--- src/rtl/pps_mem_access_pkg.sv ---
// Shared constants, types and lane helpers for the MIPS1000 memory-access stage.
package pps_mem_access_pkg;

    localparam int MEM_OP_TYPE_SIZE = 7;
    localparam int RWE_SIZE         = 1;

    localparam int MEM_TYPE_LB    = 0;
    localparam int MEM_TYPE_LBU   = 1;
    localparam int MEM_TYPE_LH    = 2;
    localparam int MEM_TYPE_LHU   = 3;
    localparam int MEM_TYPE_LW    = 4;
    localparam int MEM_TYPE_RSVD0 = 5;
    localparam int MEM_TYPE_RSVD1 = 6;

    localparam logic [3:0] MEM_BE_BYTE0   = 4'b0001;
    localparam logic [3:0] MEM_BE_HALF_LO = 4'b0011;
    localparam logic [3:0] MEM_BE_HALF_HI = 4'b1100;
    localparam logic [3:0] MEM_BE_WORD    = 4'b1111;

    typedef enum logic [0:0] {
        ST_IDLE   = 1'b0,
        ST_ACCESS = 1'b1
    } state_e;

    typedef enum logic [1:0] {
        SZ_BYTE = 2'd0,
        SZ_HALF = 2'd1,
        SZ_WORD = 2'd2
    } size_e;

    // Reserved type encodings fall through to word accesses.
    function automatic size_e type_size(input logic [MEM_OP_TYPE_SIZE-1:0] t);
        size_e sz;
        case (1'b1)
            t[MEM_TYPE_LB], t[MEM_TYPE_LBU]:                     sz = SZ_BYTE;
            t[MEM_TYPE_LH], t[MEM_TYPE_LHU]:                     sz = SZ_HALF;
            t[MEM_TYPE_LW], t[MEM_TYPE_RSVD0], t[MEM_TYPE_RSVD1]: sz = SZ_WORD;
            default:                                             sz = SZ_WORD;
        endcase
        return sz;
    endfunction

    function automatic logic [3:0] calc_be(input size_e sz, input logic [1:0] a);
        logic [3:0] be;
        case (sz)
            SZ_BYTE: be = MEM_BE_BYTE0 << a;
            SZ_HALF: be = a[1] ? MEM_BE_HALF_HI : MEM_BE_HALF_LO;
            default: be = MEM_BE_WORD;
        endcase
        return be;
    endfunction

    function automatic logic [31:0] calc_wdata(input size_e sz, input logic [31:0] d);
        logic [31:0] w;
        case (sz)
            SZ_BYTE: w = {4{d[7:0]}};
            SZ_HALF: w = {2{d[15:0]}};
            default: w = d;
        endcase
        return w;
    endfunction

    function automatic logic misaligned(input size_e sz, input logic [1:0] a);
        logic m;
        case (sz)
            SZ_HALF: m = a[0];
            SZ_WORD: m = |a;
            default: m = 1'b0;
        endcase
        return m;
    endfunction

endpackage

--- src/rtl/pps_load_align.sv ---
// Load lane selection and sign/zero extension of SRAM read data.
module pps_load_align
    import pps_mem_access_pkg::*;
(
    input  logic [31:0]                 rdata_i,
    input  logic [1:0]                  lane_i,
    input  logic [MEM_OP_TYPE_SIZE-1:0] type_i,
    output logic [31:0]                 data_o
);

    size_e       size_s;
    logic        sext_s;
    logic [7:0]  byte_s;
    logic [15:0] half_s;

    assign size_s = type_size(type_i);
    assign sext_s = type_i[MEM_TYPE_LB] | type_i[MEM_TYPE_LH];

    // Lane pick and extension.
    always_comb begin
        byte_s = 8'h00;
        half_s = 16'h0000;
        data_o = 32'h0000_0000;
        case (lane_i)
            2'd0:    byte_s = rdata_i[7:0];
            2'd1:    byte_s = rdata_i[15:8];
            2'd2:    byte_s = rdata_i[23:16];
            2'd3:    byte_s = rdata_i[31:24];
            default: byte_s = 8'h00;
        endcase
        if (lane_i[1]) begin
            half_s = rdata_i[31:16];
        end else begin
            half_s = rdata_i[15:0];
        end
        case (size_s)
            SZ_BYTE: data_o = {{24{sext_s & byte_s[7]}}, byte_s};
            SZ_HALF: data_o = {{16{sext_s & half_s[15]}}, half_s};
            default: data_o = rdata_i;
        endcase
    end

endmodule

--- src/rtl/pps_mem_access.sv ---
// MIPS1000 memory-access stage: SRAM req/ack FSM and registered write-back result.
// Optional feature: MEM_ALIGN_CHECK_EN traps misaligned half/word accesses.
module pps_mem_access
    import pps_mem_access_pkg::*;
(
    input  logic                        clk,
    input  logic                        rst,
    input  logic [31:0]                 EX_ALUOut_in,
    input  logic [31:0]                 EX_STData_in,
    input  logic [4:0]                  EX_inst_rd_in,
    input  logic [RWE_SIZE-1:0]         EX_RegWrite_in,
    input  logic                        EX_memop_in,
    input  logic                        EX_memwr_in,
    input  logic [MEM_OP_TYPE_SIZE-1:0] EX_memop_type_in,
    output logic                        mem_req,
    output logic                        mem_we,
    output logic [3:0]                  mem_be,
    output logic [31:0]                 mem_addr,
    output logic [31:0]                 mem_wdata,
    input  logic [31:0]                 mem_rdata,
    input  logic                        mem_ack,
    output logic                        MEM_stall_out,
    output logic [31:0]                 MEM_result_out,
    output logic [4:0]                  MEM_inst_rd_out,
    output logic [RWE_SIZE-1:0]         MEM_RegWrite_out,
    output logic                        MEM_exc_out
);

    state_e                      state_q, state_d;
    logic                        mem_req_q, mem_req_d;
    logic                        mem_we_q, mem_we_d;
    logic [3:0]                  mem_be_q, mem_be_d;
    logic [31:0]                 mem_addr_q, mem_addr_d;
    logic [31:0]                 mem_wdata_q, mem_wdata_d;
    logic [MEM_OP_TYPE_SIZE-1:0] type_q, type_d;
    logic [1:0]                  lane_q, lane_d;
    logic [4:0]                  rd_q, rd_d;
    logic [RWE_SIZE-1:0]         rw_q, rw_d;
    logic [31:0]                 res_q, res_d;
    logic [4:0]                  res_rd_q, res_rd_d;
    logic [RWE_SIZE-1:0]         res_rw_q, res_rw_d;
    logic                        stall_s;
    logic                        misalign_s;
    size_e                       size_s;
    logic [31:0]                 load_data_s;

    assign size_s = type_size(EX_memop_type_in);

`ifdef MEM_ALIGN_CHECK_EN
    logic exc_q, exc_d;
    assign misalign_s  = misaligned(size_s, EX_ALUOut_in[1:0]);
    assign MEM_exc_out = exc_q;
`else
    assign misalign_s  = 1'b0;
    assign MEM_exc_out = 1'b0;
`endif

    pps_load_align u_load_align (
        .rdata_i (mem_rdata),
        .lane_i  (lane_q),
        .type_i  (type_q),
        .data_o  (load_data_s)
    );

    // Next-state, SRAM request and write-back result selection.
    always_comb begin
        state_d     = state_q;
        mem_req_d   = mem_req_q;
        mem_we_d    = mem_we_q;
        mem_be_d    = mem_be_q;
        mem_addr_d  = mem_addr_q;
        mem_wdata_d = mem_wdata_q;
        type_d      = type_q;
        lane_d      = lane_q;
        rd_d        = rd_q;
        rw_d        = rw_q;
        res_d       = res_q;
        res_rd_d    = res_rd_q;
        res_rw_d    = res_rw_q;
        stall_s     = 1'b0;
`ifdef MEM_ALIGN_CHECK_EN
        exc_d       = 1'b0;
`endif
        case (state_q)
            ST_IDLE: begin
                if (EX_memop_in && misalign_s) begin
                    // Trapped access: faulting address goes to write-back, no SRAM cycle.
                    res_d    = EX_ALUOut_in;
                    res_rd_d = EX_inst_rd_in;
                    res_rw_d = {RWE_SIZE{1'b0}};
`ifdef MEM_ALIGN_CHECK_EN
                    exc_d    = 1'b1;
`endif
                end else if (EX_memop_in) begin
                    stall_s     = 1'b1;
                    state_d     = ST_ACCESS;
                    mem_req_d   = 1'b1;
                    mem_we_d    = EX_memwr_in;
                    mem_be_d    = calc_be(size_s, EX_ALUOut_in[1:0]);
                    mem_addr_d  = {EX_ALUOut_in[31:2], 2'b00};
                    mem_wdata_d = calc_wdata(size_s, EX_STData_in);
                    type_d      = EX_memop_type_in;
                    lane_d      = EX_ALUOut_in[1:0];
                    rd_d        = EX_inst_rd_in;
                    rw_d        = EX_RegWrite_in;
                    res_rw_d    = {RWE_SIZE{1'b0}};
                end else begin
                    res_d    = EX_ALUOut_in;
                    res_rd_d = EX_inst_rd_in;
                    res_rw_d = EX_RegWrite_in;
                end
            end
            ST_ACCESS: begin
                stall_s = 1'b1;
                if (mem_ack) begin
                    state_d   = ST_IDLE;
                    mem_req_d = 1'b0;
                    res_rd_d  = rd_q;
                    if (mem_we_q) begin
                        res_d    = 32'h0000_0000;
                        res_rw_d = {RWE_SIZE{1'b0}};
                    end else begin
                        res_d    = load_data_s;
                        res_rw_d = rw_q;
                    end
                end else begin
                    state_d = ST_ACCESS;
                end
            end
            default: begin
                state_d   = ST_IDLE;
                mem_req_d = 1'b0;
            end
        endcase
    end

    // State and output registers.
    always_ff @(posedge clk or posedge rst) begin
        if (rst) begin
            state_q     <= ST_IDLE;
            mem_req_q   <= 1'b0;
            mem_we_q    <= 1'b0;
            mem_be_q    <= 4'b0000;
            mem_addr_q  <= 32'h0000_0000;
            mem_wdata_q <= 32'h0000_0000;
            type_q      <= {MEM_OP_TYPE_SIZE{1'b0}};
            lane_q      <= 2'b00;
            rd_q        <= 5'd0;
            rw_q        <= {RWE_SIZE{1'b0}};
            res_q       <= 32'h0000_0000;
            res_rd_q    <= 5'd0;
            res_rw_q    <= {RWE_SIZE{1'b0}};
`ifdef MEM_ALIGN_CHECK_EN
            exc_q       <= 1'b0;
`endif
        end else begin
            state_q     <= state_d;
            mem_req_q   <= mem_req_d;
            mem_we_q    <= mem_we_d;
            mem_be_q    <= mem_be_d;
            mem_addr_q  <= mem_addr_d;
            mem_wdata_q <= mem_wdata_d;
            type_q      <= type_d;
            lane_q      <= lane_d;
            rd_q        <= rd_d;
            rw_q        <= rw_d;
            res_q       <= res_d;
            res_rd_q    <= res_rd_d;
            res_rw_q    <= res_rw_d;
`ifdef MEM_ALIGN_CHECK_EN
            exc_q       <= exc_d;
`endif
        end
    end

    assign mem_req          = mem_req_q;
    assign mem_we           = mem_we_q;
    assign mem_be           = mem_be_q;
    assign mem_addr         = mem_addr_q;
    assign mem_wdata        = mem_wdata_q;
    assign MEM_stall_out    = stall_s;
    assign MEM_result_out   = res_q;
    assign MEM_inst_rd_out  = res_rd_q;
    assign MEM_RegWrite_out = res_rw_q;

endmodule

--- config.mk ---
export PLATFORM = sky130hd
export DESIGN_NAME = pps_mem_access
export DESIGN_NICKNAME = d
export VERILOG_FILES = /design/src/rtl/pps_mem_access_pkg.sv /design/src/rtl/pps_load_align.sv /design/src/rtl/pps_mem_access.sv
export SDC_FILE = /design/constraint.sdc
export NUM_CORES = 1
export LEC_CHECK = 0
export ABC_AREA = 1
export CORE_MARGIN = 1.5
export CORE_UTILIZATION = 39
export CTS_CLUSTER_DIAMETER = 150
export DETAILED_ROUTE_END_ITERATION = 10
export PLACE_DENSITY = 0.72
export REMOVE_ABC_BUFFERS = 1
export SETUP_SLACK_MARGIN = 0.5
export SLEW_MARGIN = 5
export SYNTH_ARGS = -nofsm -noshare
export SYNTH_HDL_FRONTEND = slang
export SYNTH_SLANG_ARGS = --single-unit
--- constraint.sdc ---
create_clock -name clk -period 5.4 [get_ports clk]
set_input_delay 1.08 -clock clk [delete_from_list [all_inputs] [get_ports clk]]
set_output_delay 1.08 -clock clk [all_outputs]
set_load 0.005 [all_outputs]
==> reports/metrics.cfg <==
[status]
status=completed

[logic_synthesis]
synth_area_sq_um=5868
syn_avg_cell_area_sq_um=7.731
ys_seq_area_frac=0.5075
synth_common_cells=245 x nand2_1, 119 x dfrtp_1, 89 x o21ai_0, 87 x nor2_1, 48 x inv_1
netlist.area_leader.share=0.5075
yosysWarnings=0
yosys-top-cells-area=dfrtp_1 51%, nand2_1 16%, o21ai_0 7.6%
yosysMostFrequentCell=nand2_1
ys.flop_type=dfrtp_1
synthCells=759
yosys_register_bits=119
synth_top_area_cell=dfrtp_1
synth_cell_type_count=31
synth_edf_count=0
synthArstFlopShare=1.000

[route]
vias=5699
drtIter0Drc=260
wl_met1_mm=7.879
ant_nets=0
wl_per_cell_um=15.47
maxUsedRoutingLayer=met4
wl_met3_mm=1.551
drt_wl_total_mm=17.93
drc=0
routed_via_density=4.917
wl_met2_mm=8.211
dr.pass1.iters=4

[floorplanning]
rows=44
num_io_pins=224
fp.dieH_um=125.7
dieArea_sq_um=15790
die_w_um=125.7
initial_core_util=0.4022
core_sq_um=14590

[global_route]
grt_start_max_net_pins=86
grt_overflow=0
antenna_found_initial=0
grt_pass1_wl_mm=29.03
grtUsageTotal=0.2321
grt_pass1_vias=5510

[timing]
slew_headroom=0.4142
rsz0062_at_grt=no
min_period_ns=3.755
fin_skew_ns=0.008401
worst_slack_ns=1.645
worstMarginPinSlew_ns=0.8788
max_freq_mhz=266.3
tns_ns=0
post-route-period-util=0.6953
finalMaxSlewViolations=0
final-setup-viol-count=0
hold_viol_final=0

[clock_network]
htree_levels=4
clkLatencyLatePin_ns=0.41
clkTransAtPathRegs_ns=0.05
cts_max_path_buffers=2
root_buffer=clkbuf_16
postCtsHoldBufs=0
clock_sinks=119
cts_setup_buffers=0
numCtsBuffers=17
cts_tree=built
cts_resized=0

[finish]
syn_to_final_growth_pct=48.25
fillers=1320
drive_above_1_share=0.08205
finalNonFillerCells=1159
nNetsFinal=1076
n_antenna_cell=0

[setup_path]
cp_slowest_cell=clkdlybuf4s50_1
path_max_fanout=27
path_class=input port to output port
critPathCaptureType=output port
critPathLaunchType=input port
cp_common_cell=clkdlybuf4s50_1
cp_cell_sequence=clkdlybuf4s50_1 > nor2_2 > inv_2 > clkdlybuf4s50_1
cpPeakStageDelay_ns=0.59
path_delay_family=buffers and inverters
crit_required_ns=4.32
crit_buf_inv=3
cp.arrival_ns=2.67

[place]
gp_congestion=0.8712
port-buffer-count=217
place_ws_ns=1.619
dpl.hpwl_mm=12.48
dp.cells=1127

[power]
leakage_nw=4.058
power_density_nw_per_um2=421.7
power_frac_clock=0.318
swShare=0.3131
p_sw_w=0.001149
p_int_w=0.002520
ir_drop_uv=226.3
p_seq_frac=0.347
power_frac_comb=0.335
total_power_w=0.003669

[min_path]
hold_path_class=flop to flop

[job]
maxCapViolations=0

[cells by family after synthesis]
logic type / after synthesis / synth area share
other cells: 1 / 0.0006390
buf+inv: 97 / 0.07548
flops: 119 / 0.5075
compound gates: 164 / 0.1533
simple gates: 378 / 0.2631
[worst paths after layout]
kind / start / to / slack [ns] / cells past startpoint
max in group asynchronous: rst / MEM_result_out[18]$_DFFE_PP0P_ / 3.32 / 3
min in group asynchronous: rst / mem_addr[27]$_DFFE_PP0P_ / 1.06 / 2
worst min-delay path: rd_q[3]$_DFFE_PP0P_ / rd_q[3]$_DFFE_PP0P_ / 0.47 / 2
worst max-delay path: EX_memop_in / MEM_stall_out / 1.65 / 4
worst min register to register: rd_q[3]$_DFFE_PP0P_ / rd_q[3]$_DFFE_PP0P_ / 0.47 / 2
worst max register to register: state_q$_DFF_PP0_ / MEM_result_out[1]$_DFFE_PP0P_ / 2.60 / 7
[layer usage]
layer / global-route usage / vias to the layer above
met5: 0 / -
met4: 0.06885 / 0
li1: - / 2836
met2: 0.3641 / 202
met3: 0.08199 / 19
met1: 0.3036 / 2642
[power by group through the flow]
stage / Clock [W] / Sequential (W) / Combinational [W]
finish: 0.00117 / 0.00127 / 0.00123
global route: 0.00123 / 0.00131 / 0.00137
CTS: 0.00119 / 0.00128 / 0.00125
detailed placement: 0 / 0.00129 / 0.00124
global placement: 0 / 0.00128 / 0.00122
floorplan: 0 / 0.00129 / 0.000528
[sequential cells by signal, summed over array words and instances (netlist names)]
register and flops:
state_q 1, MEM_RegWrite_out 1, mem_addr 30, MEM_inst_rd_out 5, lane_q 2, type_q 4, mem_wdata 32, MEM_result_out 32
rd_q 5, mem_be 4, rw_q 1, mem_we 1, mem_req 1
[cells in the final DEF (no fill, tap or decap), types with 2 or more instances in the layout]
master | Yosys | routed
a21oi_1 | 32 | 32
a21oi_2 | 11 | 11
a31oi_1 | 12 | 12
buf_4 | 5 | 4
bufinv_16 | 0 | 3
clkbuf_16 | 0 | 17
clkbuf_8 | 0 | 2
clkdlybuf4s50_1 | 0 | 217
clkinv_2 | 0 | 5
clkinvlp_4 | 0 | 4
conb_1 | 1 | 3
dfrtp_1 | 119 | 119
inv_1 | 48 | 47
inv_2 | 10 | 10
nand2_1 | 245 | 244
nand2_2 | 10 | 10
nand3_1 | 21 | 21
nand3_4 | 2 | 2
nor2_1 | 87 | 87
nor2_2 | 3 | 3
nor2_4 | 3 | 3
o211ai_1 | 2 | 2
o21ai_0 | 89 | 89
o21ai_1 | 8 | 8
o22ai_1 | 7 | 7
or2_0 | 2 | 2
or2_2 | 3 | 3
[final cells by class]
cell class	instances	area, sq um	share of cell area
Multi-Input combinational cell	545	2462	0.2830
Clock buffer	19	452.9	0.05206
Sequential cell	119	2978	0.3423
Clock inverter	13	153.9	0.01769
Timing Repair Buffer	221	2202	0.2531
Tap cell	184	230.2	0.02646
Inverter	58	220.2	0.02531
[stage by stage]
step	instance area, sq um	hold slack [ns]	util
4_1_cts	8700	0.4793	0.5963
2_1_floorplan	5650	0.4492	-
5_1_grt	8700	0.4953	0.5963
6_report	8700	0.4734	0.5963
3_3_place_gp	8093	0.4600	0.5547
3_5_place_dp	8093	0.4638	0.5547
[worst min-delay path, delay by kind of cell (launching register included)]
kind	cells	cell delay, ns
flip-flops	1	0.34
AND/OR/NAND/NOR	2	0.10
Note: power is estimated with default switching activity, not from simulation.
